<file path="src/rtl/ls_queue_pkg.sv">
// ls_queue_pkg: shared op encodings, tag constants and head FSM states for the load/store queue
package ls_queue_pkg;

    localparam int LABEL_W = 4;
    localparam logic [LABEL_W-1:0] LABEL_NONE = '0;

    localparam logic LS_LOAD  = 1'b0;
    localparam logic LS_STORE = 1'b1;

    typedef enum logic [1:0] {
        WAIT,
        MEM,
        CDB
    } head_state_t;

    // A broadcast matches a tag only when it is live and the tag names a producer.
    function automatic logic tag_hit(
        input logic               en,
        input logic [LABEL_W-1:0] bc_label,
        input logic [LABEL_W-1:0] tag
    );
        return en && tag != LABEL_NONE && bc_label == tag;
    endfunction

endpackage

</file>
<file path="src/rtl/ls_entry.sv">
// ls_entry: one queue slot holding a memory op, resolving its operands from the CDB
module ls_entry
    import ls_queue_pkg::*;
#(
    parameter int AW = 32
)(
    input  logic               clk,
    input  logic               nRST,
    input  logic               wr,
    input  logic               free,
    input  logic               op_in,
    input  logic [AW-1:0]      vj_in,
    input  logic [LABEL_W-1:0] qj_in,
    input  logic [AW-1:0]      vk_in,
    input  logic [LABEL_W-1:0] qk_in,
    input  logic [15:0]        off_in,
    input  logic               bc_en,
    input  logic [LABEL_W-1:0] bc_label,
    input  logic [AW-1:0]      bc_data,
    output logic               valid,
    output logic               op,
    output logic [AW-1:0]      vj,
    output logic [LABEL_W-1:0] qj,
    output logic [AW-1:0]      vk,
    output logic [LABEL_W-1:0] qk,
    output logic [15:0]        off
);

    logic fwd_j, fwd_k, snp_j, snp_k;

    // Broadcast matches against incoming operands (forward) and stored ones (snoop).
    always_comb begin
        fwd_j = tag_hit(bc_en, bc_label, qj_in);
        fwd_k = tag_hit(bc_en, bc_label, qk_in);
        snp_j = valid && tag_hit(bc_en, bc_label, qj);
        snp_k = valid && tag_hit(bc_en, bc_label, qk);
    end

    // Slot storage: load on write with same-cycle forwarding, otherwise snoop and free.
    always_ff @(posedge clk or negedge nRST) begin
        if (!nRST) begin
            valid <= 1'b0;
            op    <= LS_LOAD;
            vj    <= '0;
            qj    <= LABEL_NONE;
            vk    <= '0;
            qk    <= LABEL_NONE;
            off   <= '0;
        end else if (wr) begin
            valid <= 1'b1;
            op    <= op_in;
            off   <= off_in;
            vj    <= fwd_j ? bc_data : vj_in;
            qj    <= fwd_j ? LABEL_NONE : qj_in;
            vk    <= fwd_k ? bc_data : vk_in;
            qk    <= fwd_k ? LABEL_NONE : qk_in;
        end else begin
            if (free) valid <= 1'b0;
            if (snp_j) begin
                vj <= bc_data;
                qj <= LABEL_NONE;
            end
            if (snp_k) begin
                vk <= bc_data;
                qk <= LABEL_NONE;
            end
        end
    end

endmodule

</file>
<file path="src/rtl/ls_queue.sv">
// ls_queue: in-order load/store queue with CDB snoop; define LSQ_PERF_EN for perfLoads/perfStalls counters
module ls_queue
    import ls_queue_pkg::*;
#(
    parameter int                 DEPTH      = 4,
    parameter logic [LABEL_W-1:0] LABEL_BASE = 4'd12,
    parameter int                 AW         = 32
)(
    input  logic               clk,
    input  logic               nRST,
    input  logic               WEN,
    input  logic               opIn,
    input  logic [AW-1:0]      dataIn1,
    input  logic [LABEL_W-1:0] label1,
    input  logic [AW-1:0]      dataIn2,
    input  logic [LABEL_W-1:0] label2,
    input  logic [15:0]        offset,
    output logic               isFull,
    output logic [LABEL_W-1:0] labelOut,
    input  logic               BCEN,
    input  logic [LABEL_W-1:0] BClabel,
    input  logic [AW-1:0]      BCdata,
    output logic               memReq,
    output logic               memWrite,
    output logic [AW-1:0]      memAddr,
    output logic [AW-1:0]      memWData,
    input  logic               memAck,
    input  logic [AW-1:0]      memRData,
    output logic               require,
    input  logic               requireAC,
    output logic [AW-1:0]      resultData,
    output logic [LABEL_W-1:0] resultLabel
`ifdef LSQ_PERF_EN
    ,
    output logic [15:0]        perfLoads,
    output logic [15:0]        perfStalls
`endif
);

    localparam int PW = $clog2(DEPTH);

    head_state_t st, nxt;
    logic [PW-1:0] head, tail;
    logic enq, pop, in_rdy, head_rdy, go;

    logic               e_valid [DEPTH];
    logic               e_op    [DEPTH];
    logic [AW-1:0]      e_vj    [DEPTH];
    logic [LABEL_W-1:0] e_qj    [DEPTH];
    logic [AW-1:0]      e_vk    [DEPTH];
    logic [LABEL_W-1:0] e_qk    [DEPTH];
    logic [15:0]        e_off   [DEPTH];

    for (genvar i = 0; i < DEPTH; i++) begin : g_ent
        ls_entry #(.AW(AW)) u_ent (
            .clk      (clk),
            .nRST     (nRST),
            .wr       (enq && tail == PW'(i)),
            .free     (pop && head == PW'(i)),
            .op_in    (opIn),
            .vj_in    (dataIn1),
            .qj_in    (label1),
            .vk_in    (dataIn2),
            .qk_in    (label2),
            .off_in   (offset),
            .bc_en    (BCEN),
            .bc_label (BClabel),
            .bc_data  (BCdata),
            .valid    (e_valid[i]),
            .op       (e_op[i]),
            .vj       (e_vj[i]),
            .qj       (e_qj[i]),
            .vk       (e_vk[i]),
            .qk       (e_qk[i]),
            .off      (e_off[i])
        );
    end

    // Occupancy and readiness: the queue is full when the tail slot is still held;
    // an empty queue lets a resolved incoming op start its access on the enqueue edge.
    always_comb begin
        isFull   = e_valid[tail];
        labelOut = LABEL_BASE + LABEL_W'(tail);
        enq      = WEN && !isFull;
        in_rdy   = (label1 == LABEL_NONE || tag_hit(BCEN, BClabel, label1)) &&
                   (opIn == LS_LOAD || label2 == LABEL_NONE || tag_hit(BCEN, BClabel, label2));
        head_rdy = e_qj[head] == LABEL_NONE && (e_op[head] == LS_LOAD || e_qk[head] == LABEL_NONE);
        go       = e_valid[head] ? head_rdy : enq && in_rdy;
    end

    // Head FSM next state, head release and memory/CDB request outputs.
    always_comb begin
        nxt      = st;
        pop      = 1'b0;
        memReq   = st == MEM;
        require  = st == CDB;
        memWrite = e_op[head];
        memAddr  = e_vj[head] + {{(AW-16){e_off[head][15]}}, e_off[head]};
        memWData = e_vk[head];
        case (st)
            WAIT: if (go) nxt = MEM;
            MEM: if (memAck) begin
                nxt = e_op[head] == LS_STORE ? WAIT : CDB;
                pop = e_op[head] == LS_STORE;
            end
            default: if (requireAC) begin
                nxt = WAIT;
                pop = 1'b1;
            end
        endcase
    end

    // Head FSM state register.
    always_ff @(posedge clk or negedge nRST) begin
        if (!nRST) st <= WAIT;
        else       st <= nxt;
    end

    // Ring pointers advance on enqueue and on head release.
    always_ff @(posedge clk or negedge nRST) begin
        if (!nRST) begin
            head <= '0;
            tail <= '0;
        end else begin
            if (enq) tail <= tail + 1'b1;
            if (pop) head <= head + 1'b1;
        end
    end

    // Load result captured when memory answers, held for the CDB handshake.
    always_ff @(posedge clk or negedge nRST) begin
        if (!nRST) begin
            resultData  <= '0;
            resultLabel <= LABEL_NONE;
        end else if (st == MEM && memAck && e_op[head] == LS_LOAD) begin
            resultData  <= memRData;
            resultLabel <= LABEL_BASE + LABEL_W'(head);
        end
    end

`ifdef LSQ_PERF_EN
    // Wrapping counters of CDB grants and of issue attempts refused while full.
    always_ff @(posedge clk or negedge nRST) begin
        if (!nRST) begin
            perfLoads  <= '0;
            perfStalls <= '0;
        end else begin
            if (st == CDB && requireAC) perfLoads <= perfLoads + 1'b1;
            if (WEN && isFull) perfStalls <= perfStalls + 1'b1;
        end
    end
`endif

endmodule

</file>
<file path="config.mk">
export PLATFORM = sky130hd
export DESIGN_NAME = ls_queue
export DESIGN_NICKNAME = d
export VERILOG_FILES = /design/src/rtl/ls_queue_pkg.sv /design/src/rtl/ls_entry.sv /design/src/rtl/ls_queue.sv
export SDC_FILE = /design/constraint.sdc
export NUM_CORES = 1
export LEC_CHECK = 0
export CAP_MARGIN = 20
export CORE_ASPECT_RATIO = 1.5
export CORE_MARGIN = 8
export CORE_UTILIZATION = 50
export DETAILED_ROUTE_END_ITERATION = 12
export GPL_TIMING_DRIVEN = 1
export PLACE_DENSITY = 0.77
export SLEW_MARGIN = 10
export SYNTH_ARGS = -nofsm -noshare
export SYNTH_HDL_FRONTEND = slang
export SYNTH_SLANG_ARGS = --single-unit
</file>
<file path="constraint.sdc">
create_clock -name clk -period 5 [get_ports clk]
set_input_delay 1.25 -clock clk [delete_from_list [all_inputs] [get_ports clk]]
set_output_delay 1.25 -clock clk [all_outputs]
set_load 0.005 [all_outputs]
</file>
==> insert_results.sql <==
INSERT INTO impl_metrics (metric_group, metric, value, unit) VALUES
('critical_path', 'critical-path-max-stage-delay', '500', 'ps'),
('critical_path', 'series_of_cell_instances_along_the_critical_path', 'buf_8 > mux4_2 > ha_4 > fa_2 > a21o_1 > a211oi_2 > buf_4 > nor4_2 > o211ai_1 > buf_4 > a21oi_4 > a211oi_2 > xnor2_2 > buf_2', ''),
('placement', 'place_hpwl', '46610', 'microns'),
('critical_path', 'regToRegStartpoint', 'tail[0]', ''),
('placement', 'globalplace.congestion', '1.007', ''),
('timing', 'final_critical_path_setup_slack', '-310.1', 'ps'),
('critical_path', 'worstSetupPathType', 'flip-flop to output port', ''),
('clock_tree', 'clk_latency', '560', 'ps'),
('clock_tree', 'clk_pin_slew_worst_paths', '70', 'ps'),
('clock_tree', 'cts_buffers', '39', ''),
('critical_path', 'cp_slowest_cell', 'sky130_fd_sc_hd__dfrtp_4', ''),
('floorplan', 'die_height', '261.0', 'microns'),
('clock_tree', 'htreeDepth', '2', ''),
('route', 'vias_per_cell', '6.546', ''),
('logic_synthesis', 'flip_flop_and_latch_count_after_synthesis', '401', ''),
('critical_path', 'cp-end-kind', 'output port', ''),
('clock_tree', 'cts_hold_repair.buffers', '0', ''),
('timing', 'report.final.setup_viol', '19', ''),
('critical_path', 'reg2reg_slack', '1630', 'ps'),
('critical_path', 'data_arrival_time_of_the_critical_path', '4060', 'ps'),
('timing', 'final_min_period_over_clock_period', '106.2', '%'),
('critical_path', 'number_of_buffers_and_inverters_on_the_critical_path', '4', ''),
('critical_path', 'crit_end', 'memAddr[24]', ''),
('layout', 'final-seq-area', '10040', 'sq um'),
('logic_synthesis', 'postSynthCellCount', '1895', ''),
('route', 'drtPass1Iterations', '6', ''),
('grt', 'grt_start_max_net_pins', '108', ''),
('critical_path', 'critPathMaxFanout', '3', ''),
('critical_path', 'reg2reg_to', 'g_ent[1].u_ent.vk[5]', ''),
('logic_synthesis', 'postSynth.asyncResetShare', '100.0', '%'),
('logic_synthesis', 'yosysMostFrequentCell', 'sky130_fd_sc_hd__dfrtp_1', ''),
('critical_path', 'cp-startpoint', 'head[0]', ''),
('logic_synthesis', 'syn_area_per_cell', '10.56', 'sq um'),
('layout', 'insertedDiodeCount', '0', ''),
('placement', 'quantity_of_i_o_buffers_inserted_on_ports', '268', ''),
('floorplan', 'start_util', '50.19', '%'),
('clock_tree', 'tritoncts_clock_tree', 'yes', ''),
('critical_path', 'depth_of_the_worst_register_to_register_path', '7', ''),
('logic_synthesis', 'synth.yosys.warnings', '0', ''),
('logic_synthesis', 'syn-cell-area', '20010', 'sq um'),
('layout', 'area.growth.synth_to_final', '31.93', '%'),
('flow_run', 'cap_violations', '0', ''),
('grt', 'first_global_vias', '19080', ''),
('logic_synthesis', 'netlist_top_cells_area', 'sky130_fd_sc_hd__dfrtp_1, sky130_fd_sc_hd__mux4_2, sky130_fd_sc_hd__o22ai_1, sky130_fd_sc_hd__a21oi_1, sky130_fd_sc_hd__nand2_1', ''),
('route', 'wirelength', '70740', 'microns'),
('status', 'status', 'finished with violations', ''),
('critical_path', 'timing.critical_path.max_delay_family', 'compound AO/OA/AOI/OAI gates', ''),
('critical_path', 'stages_on_worst_setup_path', '14', ''),
('clock_tree', 'tritoncts_num_sinks', '401', ''),
('floorplan', 'die_area', '46800', 'sq um'),
('logic_synthesis', 'synth_enable_flop_cells', '0', ''),
('critical_path', 'cp_startpoint_kind', 'flip-flop', ''),
('timing', 'drv_slew', '0', ''),
('timing', 'achievable-frequency', '188.3', 'MHz'),
('grt', 'grt_antenna_before_repair', '1', ''),
('layout', 'stdcell_count', '2788', ''),
('timing', 'setup-tns-final', '-3515', 'ps'),
('clock_tree', 'max-clock-path-buffers', '3', ''),
('grt', 'grt_util_all_layers', '29.42', '%'),
('layout', 'fin_nets', '2457', ''),
('route', 'final_antenna_net_count', '0', ''),
('logic_synthesis', 'synth.top_cells.by_count', 'sky130_fd_sc_hd__dfrtp_1, sky130_fd_sc_hd__a21oi_1, sky130_fd_sc_hd__o22ai_1', ''),
('floorplan', 'die_x', '179.3', 'microns'),
('route', 'post_route_drc', '0', ''),
('route', 'detailedRoute.firstIterationViolations', '1792', ''),
('logic_synthesis', 'yosys.cell_types.count', '63', ''),
('clock_tree', 'cts_root_buf', 'sky130_fd_sc_hd__clkbuf_16', ''),
('placement', 'dp.cells', '2651', ''),
('status', 'violations', 'negative setup slack', ''),
('timing', 'layout_min_cycle_time', '5310', 'ps'),
('layout', 'multi_input_comb_area', '9839', 'sq um');
repair_timing:
action	in CTS	in global routing
endpoints found under the hold margin	0	0
setup buffers	36	41
gates cloned	3	1
setup endpoints to repair	25	22
resized for setup	178	100
pin swaps	42	60
flip-flops by register name (all words and copies together) (netlist names):
name,count
resultLabel,3
g_ent.u_ent.off,64
g_ent.u_ent.qk,16
st,2
tail,2
g_ent.u_ent.qj,16
g_ent.u_ent.op,4
g_ent.u_ent.vk,128
g_ent.u_ent.valid,4
resultData,32
head,2
g_ent.u_ent.vj,128
placed cells by master, fill, tap and decap left out, types with 10 or more instances in the layout:
cell type,count
sky130_fd_sc_hd__a21o_1,11
sky130_fd_sc_hd__a21oi_1,283
sky130_fd_sc_hd__a21oi_2,11
sky130_fd_sc_hd__buf_12,16
sky130_fd_sc_hd__buf_2,17
sky130_fd_sc_hd__buf_4,143
sky130_fd_sc_hd__buf_6,26
sky130_fd_sc_hd__clkbuf_16,41
sky130_fd_sc_hd__clkdlybuf4s50_1,241
sky130_fd_sc_hd__dfrtp_1,399
sky130_fd_sc_hd__ha_1,21
sky130_fd_sc_hd__ha_4,17
sky130_fd_sc_hd__inv_1,73
sky130_fd_sc_hd__mux2_2,34
sky130_fd_sc_hd__mux4_2,83
sky130_fd_sc_hd__nand2_1,269
sky130_fd_sc_hd__nand2_2,14
sky130_fd_sc_hd__nor2_1,14
sky130_fd_sc_hd__nor3_1,17
sky130_fd_sc_hd__nor4_1,10
sky130_fd_sc_hd__o21ai_0,11
sky130_fd_sc_hd__o21ai_2,12
sky130_fd_sc_hd__o22ai_1,289
sky130_fd_sc_hd__xnor2_1,29
sky130_fd_sc_hd__xor2_1,19
cell families (layout without fill, tap and decap cells):
logic type	after synthesis	count (layout)	synth area share [%]
muxes	121	121	11.46
and+or+nand+nor	386	386	8.355
xor gates and xnor gates	62	62	2.714
adders and majority gates	40	40	2.539
other	1	2	0.01874
DFF	401	401	50.15
AOI/OAI and AO/OA	669	669	19.60
buffers and inverters	215	601	5.165
cell type report:
class | count | area share, %
clock inverters | 15 | 0.4740
repair buffers | 457 | 16.54
clock buffers | 54 | 4.181
multi-input cells | 1280 | 37.28
well taps | 506 | 2.398
flip-flops and latches | 401 | 38.04
inverters | 75 | 1.090
worst min path at each step:
stage                                start                     end  slack [ps]  depth (start not counted)
finish              g_ent[2].u_ent.off[12]  g_ent[2].u_ent.off[12]         480                          2
global placement    g_ent[2].u_ent.off[11]  g_ent[2].u_ent.off[11]         450                          2
CTS                  g_ent[2].u_ent.off[5]   g_ent[2].u_ent.off[5]         480                          2
detailed placement   g_ent[2].u_ent.off[5]   g_ent[2].u_ent.off[5]         460                          2
floorplan           g_ent[1].u_ent.off[15]  g_ent[1].u_ent.off[15]         440                          2
global route        g_ent[1].u_ent.off[15]  g_ent[1].u_ent.off[15]         500                          2
layer usage:
metal  part of all wire [%]  track usage (%)
met5                  0.011                0
met4                    6.0            17.43
met3                    9.4            5.180
met2                     49            49.41
met1                     35            34.99
worst min-delay path, stage by stage, from the launching register on:
cell and delay, ps:
sky130_fd_sc_hd__dfrtp_1 340, sky130_fd_sc_hd__nand2_1 50, sky130_fd_sc_hd__nand2_1 60
through the flow:
step / hold slack (ps) / area, sq um / utilization [%] / setup WS, ps
finish: 477.5 / 26400 / 66.22 / -310.1
global route: 495.0 / 26400 / 66.22 / -400.1
CTS: 476.8 / 25750 / 64.59 / -194.5
global placement: 451.7 / 23680 / 59.39 / -247.0
detailed placement: 460.5 / 23680 / 59.39 / -192.5
floorplan: 440.3 / 20020 / - / 20.61
Power is not shown: default switching activity piles up to over one toggle a cycle in this logic, so the estimate is an artifact.
